## config.mk

```make
export PLATFORM = sky130hd
export DESIGN_NAME = serial_adder
export DESIGN_NICKNAME = d
export VERILOG_FILES = /design/src/rtl/serial_adder_pkg.sv /design/src/rtl/full_adder.sv /design/src/rtl/half_adder.sv /design/src/rtl/serial_adder.sv
export SDC_FILE = /design/constraint.sdc
export NUM_CORES = 1
export LEC_CHECK = 0
export ABC_AREA = 1
export CORE_ASPECT_RATIO = 0.5
export CORE_MARGIN = 1.5
export CORE_UTILIZATION = 50
export DETAILED_ROUTE_END_ITERATION = 8
export PLACE_DENSITY = 0.76
export SYNTH_ARGS = -nofsm -noshare
export SYNTH_HDL_FRONTEND = slang
export SYNTH_SLANG_ARGS = --single-unit
```

## constraint.sdc

```tcl
create_clock -name clk -period 2.38 [get_ports clk]
set_input_delay 0.476 -clock clk [delete_from_list [all_inputs] [get_ports clk]]
set_output_delay 0.476 -clock clk [all_outputs]
set_load 0.01 [all_outputs]
```

## src/rtl/serial_adder_pkg.sv

```systemverilog
// -----------------------------------------------------------------------------
// serial_adder_pkg
// Shared types and constants for the bit-serial adder/subtractor.
//   state_e  : control FSM states (IDLE, RUN, DONE)
//   MODE_ADD : value of 'sub' selecting addition
//   MODE_SUB : value of 'sub' selecting subtraction
// -----------------------------------------------------------------------------
package serial_adder_pkg;

  typedef enum logic [1:0] {
    IDLE = 2'd0,
    RUN  = 2'd1,
    DONE = 2'd2
  } state_e;

  localparam logic MODE_ADD = 1'b0;
  localparam logic MODE_SUB = 1'b1;

endpackage

```

## src/rtl/full_adder.sv

```systemverilog
// -----------------------------------------------------------------------------
// full_adder
// One-bit full adder built from two half adders and an OR gate.
//   a, b, cin : input bits
//   sum       : a XOR b XOR cin
//   cout      : majority(a, b, cin)
// -----------------------------------------------------------------------------
module full_adder (
  input  logic a,
  input  logic b,
  input  logic cin,
  output logic sum,
  output logic cout
);

  logic s0;
  logic c0;
  logic c1;

  half_adder u_ha0 (
    .a (a),
    .b (b),
    .s (s0),
    .c (c0)
  );

  half_adder u_ha1 (
    .a (s0),
    .b (cin),
    .s (sum),
    .c (c1)
  );

  // The two half-adder carries can never both be 1, so OR is exact.
  assign cout = c0 | c1;

endmodule

```

## src/rtl/half_adder.sv

```systemverilog
// -----------------------------------------------------------------------------
// half_adder
// One-bit half adder cell.
//   a, b : input bits
//   s    : a XOR b
//   c    : a AND b
// -----------------------------------------------------------------------------
module half_adder (
  input  logic a,
  input  logic b,
  output logic s,
  output logic c
);

  assign s = a ^ b;
  assign c = a & b;

endmodule

```

## src/rtl/serial_adder.sv

```systemverilog
// -----------------------------------------------------------------------------
// serial_adder
// Bit-serial adder/subtractor: one full-adder cell processes one bit per clock,
// LSB first. One result every WIDTH+1 cycles with a start/busy/done handshake.
//   clk, rst_n : clock, asynchronous active-low reset
//   start      : begin an operation (accepted in IDLE or DONE)
//   sub        : 0 = a + b + cin, 1 = a - b (cin ignored)
//   a, b       : operands, sampled with start
//   busy       : operation in progress
//   done       : one-cycle pulse, sum/cout/ovf valid
//   sum        : result, held until the next completion
//   cout       : carry out (for subtract, 1 = no borrow)
//   ovf        : two's-complement overflow
// -----------------------------------------------------------------------------
module serial_adder
  import serial_adder_pkg::*;
#(
  parameter int WIDTH = 8
) (
  input  logic             clk,
  input  logic             rst_n,
  input  logic             start,
  input  logic             sub,
  input  logic [WIDTH-1:0] a,
  input  logic [WIDTH-1:0] b,
  input  logic             cin,
  output logic             busy,
  output logic             done,
  output logic [WIDTH-1:0] sum,
  output logic             cout,
  output logic             ovf
);

  localparam int CNT_W = $clog2(WIDTH);
  localparam logic [CNT_W-1:0] LAST_BIT = CNT_W'(WIDTH - 1);

  state_e           state_q, state_d;
  logic [CNT_W-1:0] cnt_q, cnt_d;
  logic [WIDTH-1:0] opa_q, opa_d;
  logic [WIDTH-1:0] opb_q, opb_d;
  logic             carry_q, carry_d;
  // Holds the low WIDTH-1 sum bits; the MSB comes straight from the cell on
  // the last cycle, so no extra shift is needed when loading sum.
  logic [WIDTH-2:0] res_q, res_d;
  logic [WIDTH-1:0] sum_q, sum_d;
  logic             cout_q, cout_d;
  logic             ovf_q, ovf_d;
  logic             busy_q, busy_d;
  logic             done_q, done_d;

  logic             fa_sum;
  logic             fa_cout;

  full_adder u_fa (
    .a    (opa_q[0]),
    .b    (opb_q[0]),
    .cin  (carry_q),
    .sum  (fa_sum),
    .cout (fa_cout)
  );

  always_comb begin
    state_d = state_q;
    cnt_d   = cnt_q;
    opa_d   = opa_q;
    opb_d   = opb_q;
    carry_d = carry_q;
    res_d   = res_q;
    sum_d   = sum_q;
    cout_d  = cout_q;
    ovf_d   = ovf_q;
    busy_d  = 1'b0;
    done_d  = 1'b0;

    case (state_q)
      IDLE, DONE: begin
        state_d = IDLE;
        if (start) begin
          state_d = RUN;
          busy_d  = 1'b1;
          cnt_d   = '0;
          opa_d   = a;
          // Subtract is a + ~b + 1: invert b and force the initial carry.
          opb_d   = (sub == MODE_SUB) ? ~b : b;
          carry_d = (sub == MODE_SUB) ? 1'b1 : cin;
        end
      end
      RUN: begin
        opa_d   = {1'b0, opa_q[WIDTH-1:1]};
        opb_d   = {1'b0, opb_q[WIDTH-1:1]};
        carry_d = fa_cout;
        res_d   = (WIDTH-1)'({fa_sum, res_q} >> 1);
        if (cnt_q == LAST_BIT) begin
          // MSB cycle: carry_q is the carry into the MSB, fa_cout the carry out.
          state_d = DONE;
          done_d  = 1'b1;
          sum_d   = {fa_sum, res_q};
          cout_d  = fa_cout;
          ovf_d   = carry_q ^ fa_cout;
        end else begin
          busy_d  = 1'b1;
          cnt_d   = cnt_q + CNT_W'(1);
        end
      end
      default: state_d = IDLE;
    endcase
  end

  always_ff @(posedge clk or negedge rst_n) begin
    if (!rst_n) begin
      state_q <= IDLE;
      cnt_q   <= '0;
      opa_q   <= '0;
      opb_q   <= '0;
      carry_q <= 1'b0;
      res_q   <= '0;
      sum_q   <= '0;
      cout_q  <= 1'b0;
      ovf_q   <= 1'b0;
      busy_q  <= 1'b0;
      done_q  <= 1'b0;
    end else begin
      state_q <= state_d;
      cnt_q   <= cnt_d;
      opa_q   <= opa_d;
      opb_q   <= opb_d;
      carry_q <= carry_d;
      res_q   <= res_d;
      sum_q   <= sum_d;
      cout_q  <= cout_d;
      ovf_q   <= ovf_d;
      busy_q  <= busy_d;
      done_q  <= done_d;
    end
  end

  assign busy = busy_q;
  assign done = done_q;
  assign sum  = sum_q;
  assign cout = cout_q;
  assign ovf  = ovf_q;

endmodule

```

==> results of run 1 <==
[area by class of cell]
type / count / area share
Clock buffer: 7 / 0.04140
Multi-Input combinational cell: 157 / 0.3091
Inverter: 26 / 0.04355
Clock inverter: 1 / 0.002151
Tap cell: 51 / 0.02742
Timing Repair Buffer: 32 / 0.1355
Sequential cell: 41 / 0.4409
[Yosys cell counts, drive strengths merged]
| master | count | area, um^2 |
|---|---|---|
| buf | 7 | 55.05 |
| clkinv | 1 | 5.000 |
| dfrtp | 41 | 1026 |
| fa | 1 | 20.02 |
| ha | 2 | 25.02 |
| inv | 25 | 96.35 |
| nand2 | 100 | 392.9 |
| nand3 | 42 | 215.2 |
| nor2 | 3 | 16.26 |
| o21ai | 7 | 35.03 |
| or2 | 1 | 6.260 |
| xor2 | 1 | 8.760 |
[stage by stage]
step | total power, uW | worst slack, ns
floorplan | 1950 | 1.108
global placement | 2251 | 0.5320
detailed placement | 2306 | 0.4786
CTS | 2803 | 0.7131
global route | 3017 | 0.6188
finish | 2786 | 0.7199
[power groups by stage]
stage                     registers (uW)  clock network, uW  logic [uW]
after detailed placement            1230                  0        1080
final                               1220                490        1070
after floorplan                     1210                  0         745
after global placement              1220                  0        1030
after global routing                1260                530        1230
after CTS                           1220                498        1080
[sequential cells by signal (all words and copies together), names as in the netlist]
register / flops
opa_q: 8
opb_q: 8
sum: 8
res_q: 7
cnt_q: 3
state_q: 2
busy: 1
carry_q: 1
cout: 1
done: 1
ovf: 1
[kinds of logic after synthesis]
family / after synthesis / share of synthesized area
buffers and inverters: 33 / 0.08224
DFF: 41 / 0.5395
AOI/OAI and AO/OA: 7 / 0.01842
adders and majority gates: 3 / 0.02368
and+or+nand+nor: 146 / 0.3316
xor gates and xnor gates: 1 / 0.004606
[placed cells by master, fill, tap and decap left out]
cell type and count:
sky130_fd_sc_hd__buf_2 1, sky130_fd_sc_hd__clkdlybuf4s50_1 31, sky130_fd_sc_hd__ha_1 2, sky130_fd_sc_hd__o21ai_1 1, sky130_fd_sc_hd__nand3_2 1, sky130_fd_sc_hd__clkbuf_8 7
sky130_fd_sc_hd__nand2_2 1, sky130_fd_sc_hd__inv_1 22, sky130_fd_sc_hd__xor2_1 1, sky130_fd_sc_hd__dfrtp_1 41, sky130_fd_sc_hd__nor2_2 2, sky130_fd_sc_hd__nor2_1 1
sky130_fd_sc_hd__inv_2 2, sky130_fd_sc_hd__fa_1 1, sky130_fd_sc_hd__nand2_4 2, sky130_fd_sc_hd__nand3_1 41, sky130_fd_sc_hd__or2_2 1, sky130_fd_sc_hd__clkinv_2 2
sky130_fd_sc_hd__nand2_1 97, sky130_fd_sc_hd__inv_4 1, sky130_fd_sc_hd__o21ai_0 6
[layer usage]
metal / track usage / wire [um] / up-vias
met5: 0 / 0 / -
met2: 0.3318 / 1675 / 54
met4: 0.07937 / 65 / 0
met3: 0.05776 / 219 / 7
met1: 0.2261 / 1687 / 717
li1: - / - / 783
[how the worst max path moves through the flow]
stage	endpoint	slack [ns]	startpoint	cells past startpoint
floorplan	cout	1.11	cnt_q[0]	7
global placement	opb_q[0]	0.53	start	5
detailed placement	opb_q[0]	0.48	start	5
CTS	cout	0.71	cout	1
global route	sum[0]	0.62	state_q[0]	5
finish	cout	0.72	cout	1
==> results.md, run 1 <==
Power:
- Of the total power, the share spent switching nets is 0.3764.
- The worst-case IR drop observed on VDD is 0.5067 mV.
- Of the total power, the clock network draws 0.176.
- The share of total power dissipated in combinational logic is 0.386.
- Internal power comes to between 1500 and 2000 uW.
- The analysis attributes to net switching a power of about 1000 uW.
- In this run the static leakage power is 0.001217 uW.
- The share of total power dissipated in sequential elements is 0.439.
- The power per standard cell area is 1197 nW/um^2.

Layout:
- The multi-input combinational cells in the finished layout cover a total of 719.4 um^2.
- 0 antenna diodes ended up in the layout.
- The area of all placed cells without fillers is 2327 um^2.
- The share of post-route cells with drive strength above 1 is 0.07576.
- In the final layout, flip-flops and latches occupy just over 1000 um^2.
- The relative area change from synthesis to final layout is 22.37%.
- After the last flow step, the layout net total stands at 287.
- The final core utilization is 0.6596.
- Fill cells in the final layout number 307.
- The number of cells in the finished layout apart from fillers is ~320.

Timing:
- The hold violation count in the final report is 0.
- Headroom to the max-slew limit came out at 0.4135.
- The final period demand of the worst path is 1.660 ns.
- The count of endpoints failing setup in the final report is 0.
- The worst hold-check slack is 0.3034 ns.
- The count of final max-slew check failures is 0.
- The sum of negative setup slack is 0 ns.
- For this run, the top clock speed supported by timing is 602.4 MHz.
- Setup repair after global routing left no endpoint under its margin.
- For the pin with the worst max-slew slack, the measured transition is between 0.8 and 0.9 ns.
- For the final database, setup skew stands at 0.006275 ns.
- The post-route fraction of the period consumed by the critical path is 0.6975.

Setup path:
- The largest single stage delay on the critical path is ~0.54 ns.
- The critical path goes through clkdlybuf4s50_1.
- The required time at the endpoint of the critical path is between 1.5 and 2 ns.
- In this run the critical register-to-register path is launched from state_q[0].
- The end of the worst register-to-register path is sum[1].
- The worst setup path is launched from a flip-flop.
- The cell type of the slowest stage on the worst timing path is sky130_fd_sc_hd__clkdlybuf4s50_1.
- The critical path in this run is classified as flip-flop to primary output.
- The largest driver fanout on the critical path is 2.
- At the worst endpoint, the arrival time is between 1 and 1.5 ns.
- The critical path capture point type is a primary output.
- The number of cells on the worst reg-to-reg path is 5.
- Grouping stages by cell kind, the critical path spends the most delay in buffers and inverters.
- The number of buffer and inverter instances along the worst setup path is 1.
- In this run the register-to-register setup slack is between 0.7 and 0.8 ns.

Clock tree:
- TritonCTS created 5 clock buffers.
- The later pin in the worst-skew pair is clocked with a latency of just under 0.3 ns.
- The clock tree from TritonCTS is done.
- Once the clock tree was built, the resizer swapped 0 gates to a different size.
- The number of buffers inserted to repair setup after CTS is 0.
- The clock slew seen by the registers of the worst setup and hold paths is about 0.080 ns.
- The clock sink count is 41.
- The buffer type at the clock tree root is sky130_fd_sc_hd__clkbuf_8.
- In this run the deepest clock path goes through 2 buffers.
- The H-tree was split into 2 levels.
- For this design, the CTS-stage hold fixing added 0 buffers.

Synthesis:
- After synthesis the netlist holds a flip-flop and latch count of around 40.
- After synthesis, the netlist uses 21 different library cells.
- Summing every instance area after synthesis gives 1902 um^2.
- The gate count after technology mapping is roughly 230.
- The mean instance size in the synthesized netlist is between 8 and 9 um^2.
- The post-synthesis net count is 255.
- The share of the Yosys chip area taken by registers is 0.5395.
- For this run, the number of Yosys warnings is 0.

Die:
- The floorplan step set the die height to 46.61 um.
- The die outline width is around 90 um.
- The floorplan step defined a die boundary enclosing between 4000 and 5000 um^2.
- The placeable core region is approximately 3500 um^2.
- In this run the count of I/O pins placed on the die edge is 33.
- The number of cell rows is 15.
- The initial core utilization is 0.5390.

Drt:
- For this run, design rule violations remaining after detail routing come to 0.
- The first TritonRoute pass finished after 5 iterations.
- The detail-routed net length per standard cell is approximately 12 um.
- Wires add up to between 3000 and 4000 um.
- The total number of vias is 1561.
- After detailed routing, the number of vias per cell comes to a little under 5.
- The number of DRC violations after detailed-routing iteration 0 is 63.
- The count of nets left with antenna violations once routing finished came out at 0.

Global routing:
- The number of antenna violations at the first check in global routing is 0.
- The maximum number of pins on one net before global-route repair is 42.
- Across every metal layer, demand over resource in global routing totals 0.1890.
- The remaining global-route overflow is 0.
- The global-route wire length before repair is around 6000 um.
- The via count of the first global-routing pass came to ~1.4k.

Placed design:
- The instance area after placement is about 2200 um^2.
- The congestion estimate from routability-driven global placement came to roughly 0.75.
- The sum of net half-perimeters after detailed placement is about 2500 um.
- The count of input and output buffers is 32.
- The cell count after placement is 307.

Worst hold path:
- The class of the worst hold path is input port to asynchronous set/reset pin.

Outcome:
- The flow ran to the end, and the final reports show no timing, DRC or antenna violations.

Flow run:
- Max-cap violations in this run came to 0.
Power figures use the tool's default switching activity.
==> run 2, diff against run 1 <==
==> constraint.sdc (replaced) <==
create_clock -name clk -period 1.6 [get_ports clk]
set_input_delay 0.32 -clock clk [delete_from_list [all_inputs] [get_ports clk]]
set_output_delay 0.32 -clock clk [all_outputs]
set_load 0.01 [all_outputs]
==> run 2 against run 1 <==
Effect of this change:
- worst setup slack worse by 0.62 ns
- routed wire length increased by 1.1%
- sequential power rose by 47%
- flip-flop and latch count stayed put
- clock skew down 0.0013 ns
- global-route usage rose by 0.50 points
- register-to-register slack got worse by 0.59 ns
- cell count rose by 1.9%
- first-iteration DRC count up 7.9%
- count of clock-buffer cells in the layout unchanged
- largest cell class unchanged
- largest power group unchanged
- highest routed layer unchanged
==> results.md, run 2 (synthesized netlist as in run 1, its figures left out) <==
Layout:
- The number of fillers in the final layout is between 300 and 400.
- The number of nets in the layout is 293.
- The area of all placed cells without fillers is between 2000 and 2500 um^2.
- The sequential cells in the finished layout cover a total of approximately 1000 um^2.
- Summing all multi-input logic gate instances after layout gives slightly above 700 um^2.
- Relative to the synthesized area, the layout overhead comes to 25.53%.
- Leaving out fill and tap cells, the most frequent cell in the layout is sky130_fd_sc_hd__nand2_1.
- The repair_antennas step left the layout with diodes totalling 0.
- In the layout the commonest cells are sky130_fd_sc_hd__nand2_1, sky130_fd_sc_hd__nand3_1, sky130_fd_sc_hd__dfrtp_1.
- The share of post-route cells with drive strength above 1 is 0.09259.

Setup path:
- The worst setup path is captured at a primary output.
- The signal on the critical path passes through clkdlybuf4s50_1.
- The number of buffer and inverter instances along the worst setup path is 1.
- The kind of cell adding the most delay to the critical path is buffers and inverters.
- For the worst setup path, the data required time is 1.28 ns.
- STA classifies the critical path startpoint as a flip-flop.
- For the worst setup path, the data arrival time is around 1.2 ns.
- The kind of critical path is flip-flop to primary output.
- In this design, the stage delay of the slowest critical-path cell is about 0.54 ns.
- The cell type of the slowest stage on the worst timing path is sky130_fd_sc_hd__clkdlybuf4s50_1.
- The largest driver fanout on the critical path is 2.

Clock tree:
- In this run, CTS created clock tree buffers numbering 5.
- The buffer type at the clock tree root is sky130_fd_sc_hd__clkbuf_8.
- In this run the number of H-tree levels came out at 2.
- Once the clock tree was built, the setup fixing pass inserted 0 buffers.
- The number of gates resized after cts is 0.
- The clock drives 41 sinks.
- The clock network latency to the later pin of the worst-skew pair is 0.29 ns.
- The hold buffer count at CTS is 0.
- No sink is reached through more buffers than the 2 on the longest clock path.
- The clock tree from TritonCTS is done.
- The clock slew seen by the registers of the worst setup and hold paths is approximately 0.080 ns.

Timing:
- For the final database, setup skew stands at about 0.005 ns.
- The worst pin sits at a relative slew slack of 0.6609.
- Setup repair after global routing left no endpoint under its margin.
- The transition time of the tightest slew-check pin is around 0.51 ns.
- The final period demand of the worst path is 1.504 ns.
- The post-route fraction of the period consumed by the critical path is 0.9401.
- The count of final max-slew check failures came to 0.
- After routing, the total negative slack on setup checks comes to 0 ns.
- The maximum clock frequency is roughly 660 MHz.
- The hold violation count in the final report was 0.
- Setup violations remaining at the end of the flow were counted as 0.
- Hold is met by about 0.077 ns.

Power:
- The power per standard cell area is between 1500 and 2000 nW/um^2.
- The leakage power is 0.001250 uW.
- Across the VDD grid, the largest voltage drop is around 0.7 mV.

Global routing:
- The remaining global-route overflow is 0.
- The via count of the first global-routing pass is 1397.
- The global-route wire length before repair is between 6000 and 7000 um.
- The number of antenna violations at the first check in global routing is 0.
- The global-route usage over all layers is 0.1941.
- The maximum number of pins on one net before global-route repair is 42.

Placed design:
- The count of input and output buffers is 32.
- The instance area after placement is ~2300 um^2.
- The congestion estimate from routability-driven global placement came to about 0.74.
- The sum of net half-perimeters after detailed placement is 2505 um.

Drt:
- The final antenna-violating net count is 0.
- Summed over all layers, the routed wires come to between 3000 and 4000 um.
- The average vias per placed instance is roughly 4.9.
- In the routed design, unresolved DRC markers number 0.
- The total number of vias is about 1.6k.
- After the first detailed-routing iteration, the DRC count stood at 68.
- Dividing the detail-routed wire length by the instance count gives 11.49 um.
- The total iterations of the first detailed-routing run is 4.

Die:
- The die covers between 4000 and 5000 um^2.
- The initial core utilization is 0.5390.
- The die outline width is around 90 um.
- The region available for standard cell placement spans approximately 3500 um^2.
- The number of cell rows is 15.
- The I/O pin total is 33.
- The y dimension of the die is about 47 um.

Outcome:
- The run finished with clean final reports.

Worst hold path:
- The class of the worst hold path is input port to asynchronous set/reset pin.

Flow run:
- Across the run, the number of max-cap violations was 0.
run 2: final cells by class:
cell class              instances  share of cell area
repair buffers                 38              0.1509
inverters                      26             0.04245
clock buffers                   7             0.03616
clock inverters                 1             0.01258
well taps                      51             0.02673
flip-flops and latches         41              0.4298
multi-input cells             157              0.3014
run 2: metrics by stage:
| step | cells | power [uW] | util | worst slack, ns |
|---|---|---|---|---|
| 4_1_cts | 321 | 4370 | 0.6766 | 0.07748 |
| 3_3_place_gp | 313 | 3402 | 0.6436 | 0.1353 |
| 5_1_grt | 321 | 4661 | 0.6766 | 0.04220 |
| 3_5_place_dp | 313 | 3488 | 0.6436 | 0.04808 |
| 6_report | 321 | 4342 | 0.6766 | 0.09582 |
| 2_1_floorplan | 231 | 2901 | - | 0.3282 |
run 2: per-layer routing:
layer,global-route usage,vias to the layer above,part of all wire
met5,0,-,0
met4,0.06667,0,0.011
met3,0.06436,4,0.055
met2,0.3455,34,0.48
met1,0.2305,744,0.46
li1,-,797,-
run 2: where the power goes:
group	switching, uW	internal [uW]
combinational	945	747
sequential	286	1500
clock	356	509
run 2: worst paths after layout:
path	end	start	slack, ns	cells past startpoint
max	cout	cout	0.1	1
min	state_q[0]	rst_n	0.08	2
max reg2reg	cnt_q[1]	cnt_q[0]	0.17	7
min reg2reg	sum[4]	sum[4]	0.47	2
max in group asynchronous	sum[7]	rst_n	1.17	2
min in group clk	sum[4]	sum[4]	0.47	2
==> run 3, diff against run 2 <==
--- a/config.mk
+++ b/config.mk
@@ -11,6 +11,7 @@
 export CORE_UTILIZATION = 50
 export DETAILED_ROUTE_END_ITERATION = 8
 export PLACE_DENSITY = 0.76
+export SETUP_SLACK_MARGIN = 0.15
 export SYNTH_ARGS = -nofsm -noshare
 export SYNTH_HDL_FRONTEND = slang
 export SYNTH_SLANG_ARGS = --single-unit
==> constraint.sdc (replaced) <==
create_clock -name clk -period 1.6 [get_ports clk]
set_input_delay 0.32 -clock clk [delete_from_list [all_inputs] [get_ports clk]]
set_output_delay 0.32 -clock clk [all_outputs]
set_load 0.005 [all_outputs]
==> run 3 against run 2 <==
Effect of this change:
- maximum frequency increased by 8.6%
- clock power hardly changed
- routed wire length grew 2.7%
- combinational power fell by 4%
- critical path type is now flip-flop to flip-flop
- critical endpoint is now cnt_q[1]
- largest power group unchanged
==> results.md, run 3 (synthesized netlist as in run 1, its figures left out) <==
Outcome:
- The flow ran to the end, and the final reports show no timing, DRC or antenna violations.

Timing:
- Setup repair after global routing could not meet its margin everywhere.
- Between clock sinks in the finished design, the worst skew comes to approximately 0.0052 ns.
- The sum of negative setup slack is 0 ns.
- The count of final max-slew check failures is 0.
- The final worst setup slack is around 0.21 ns.
- The worst path needs 1.385 ns of the cycle, external delays included.
- The post-route fraction of the period consumed by the critical path is 0.8659.
- The count of endpoints failing setup in the final report is 0.
- Measured against its own limit, the worst slew margin works out to 0.6599.
- The hold violation count in the final report is 0.
- The maximum clock frequency is approximately 720 MHz.
- At the pin with the least slew margin, the transition time is around 0.5 ns.

Die:
- The I/O pin total is 33.
- The placeable core region is between 3000 and 4000 um^2.
- The y dimension of the die is between 40 and 50 um.
- The initial core utilization is 0.5390.
- The die covers between 4000 and 5000 um^2.
- The die is 90.22 um wide.
- The floorplan has 15 rows.

Drt:
- The detail-routed net length per standard cell is about 12 um.
- In this run, the number of DRC markers left after iteration 0 of detailed routing was 70.
- The total iterations of the first detailed-routing run is 4.
- In this run the remaining antenna-violating nets after routing total 0.
- The total routed wirelength is ~3800 um.
- For this run, design rule violations remaining after detail routing come to 0.
- The routed layout has about 1.6k vias.
- In the routed layout, each cell is associated on average with a via count of roughly 4.9.

Clock tree:
- The clock sink count is 41.
- The deepest clock path buffer count is 2.
- Counting the buffers created by CTS gives 5.
- Clock-pin slew was measured on the worst setup and hold paths at ~0.080 ns.
- TritonCTS built the clock tree.
- CTS built an H-tree with a depth of 2.
- In this run the clock root is driven by a sky130_fd_sc_hd__clkbuf_8.
- The clock reaches the later pin of the worst-skew pair after 0.29 ns.

Layout:
- The final layout contains 296 nets.
- The number of inserted diodes is 0.
- The top cell types in the final layout, fill and taps aside, are sky130_fd_sc_hd__nand2_1, sky130_fd_sc_hd__nand3_1, sky130_fd_sc_hd__dfrtp_1.
- The number of cells in the finished layout apart from fillers is 324.
- Counting the fill cells in the layout gives 318.
- The combined flip-flop and latch cell area is roughly 1000 um^2.
- The library cell used most frequently in the layout, excluding fill and tap cells, is sky130_fd_sc_hd__nand2_1.
- The share of post-route cells with drive strength above 1 is 0.1062.
- In the final layout, the multi-input gates occupy 732.0 um^2.
- Compared with the post-synthesis result, the final layout area differs by 26.78%.

Power:
- Dividing total power by cell area gives a power density of between 1500 and 2000 nW/um^2.
- The power consumption is roughly 4300 uW.
- IR analysis of the VDD net gives a maximum drop of between 0.6 and 0.7 mV.
- The leakage power is 0.001316 uW.

Setup path:
- The kind of critical path is flip-flop to flip-flop.
- STA classifies the critical path startpoint as a flip-flop.
- The largest driver fanout on the critical path is 6.
- The data arrival time at the worst-slack endpoint is between 1.5 and 2 ns.
- The critical path capture point type is a flip-flop.
- The start of the worst register-to-register path is cnt_q[0].
- The source of the critical timing path is cnt_q[0].
- At the worst endpoint, the required time is roughly 1.8 ns.

Global routing:
- The total overflow left after global routing is 0.
- The global-route wire length before repair is 6120 um.
- Entering global routing, the biggest net connects 42 pins.
- The via count of the first global-routing pass was ~1.4k.
- The number of antenna violations at the first check in global routing is 0.
- The global-route usage over all layers is 0.1937.

Worst hold path:
- The class of the worst hold path is input port to asynchronous set/reset pin.

Placed design:
- After detailed placement, the design holds a cell count of around 310.
- The congestion estimate from routability-driven global placement came to 0.7411.
- The count of input and output buffers is 32.
- Summed over all nets, the half-perimeter wirelength after detailed placement is roughly 2500 um.
- The setup slack at placement is ~0.048 ns.

Flow run:
- Max-cap violations in this run came to 0.
[run 3: routing by layer]
layer | wire [um] | GRT usage
met5 | 0 | 0
met4 | 39 | 0.06667
met3 | 234 | 0.06436
met1 | 1688 | 0.2295
met2 | 1828 | 0.3455
[run 3: final timing paths]
check / cells past startpoint / to / slack [ns]
max reg2reg: 7 / cnt_q[1] / 0.21
min reg2reg: 2 / sum[4] / 0.46
min: 2 / state_q[1] / 0.08
max: 7 / cnt_q[1] / 0.21
min in group clk: 2 / sum[4] / 0.46
max in group asynchronous: 2 / sum[7] / 1.17
[run 3: power by group]
group | internal [uW] | total [uW] | switching, uW
registers | 1500 | 1780 | 286
logic | 709 | 1630 | 926
clock network | 509 | 865 | 357
[run 3: through the flow]
step	utilization	hold slack, ns	cell area (um^2)
3_5_place_dp	0.6436	0.4097	2271
2_1_floorplan	-	0.02441	1902
4_1_cts	0.6791	0.09437	2396
5_1_grt	0.6833	0.1160	2411
3_3_place_gp	0.6436	0.4036	2271
6_report	0.6833	0.07985	2411
[run 3: area by class of cell]
cell class / count / share of cell area
Sequential cell: 41 / 0.4255
Multi-Input combinational cell: 157 / 0.3036
Timing Repair Buffer: 41 / 0.1541
Inverter: 26 / 0.04203
Clock buffer: 7 / 0.03581
Tap cell: 51 / 0.02647
Clock inverter: 1 / 0.01245
[run 3: what timing repair did]
action | 4_1_cts | 5_1_grt
buffers inserted | 3 | 0
pin swaps | 0 | 0
hold buffers | 0 | 0
setup endpoints to repair | 11 | 14
gates resized for setup | 11 | 4
[run 3: critical path, cell delays in order, from the launching register on]
cell,delay [ns]
sky130_fd_sc_hd__dfrtp_1,0.41
sky130_fd_sc_hd__ha_1,0.21
sky130_fd_sc_hd__ha_1,0.21
sky130_fd_sc_hd__inv_2,0.13
sky130_fd_sc_hd__nand3_4,0.12
sky130_fd_sc_hd__inv_1,0.12
sky130_fd_sc_hd__nand2_1,0.05
sky130_fd_sc_hd__nand2_1,0.07
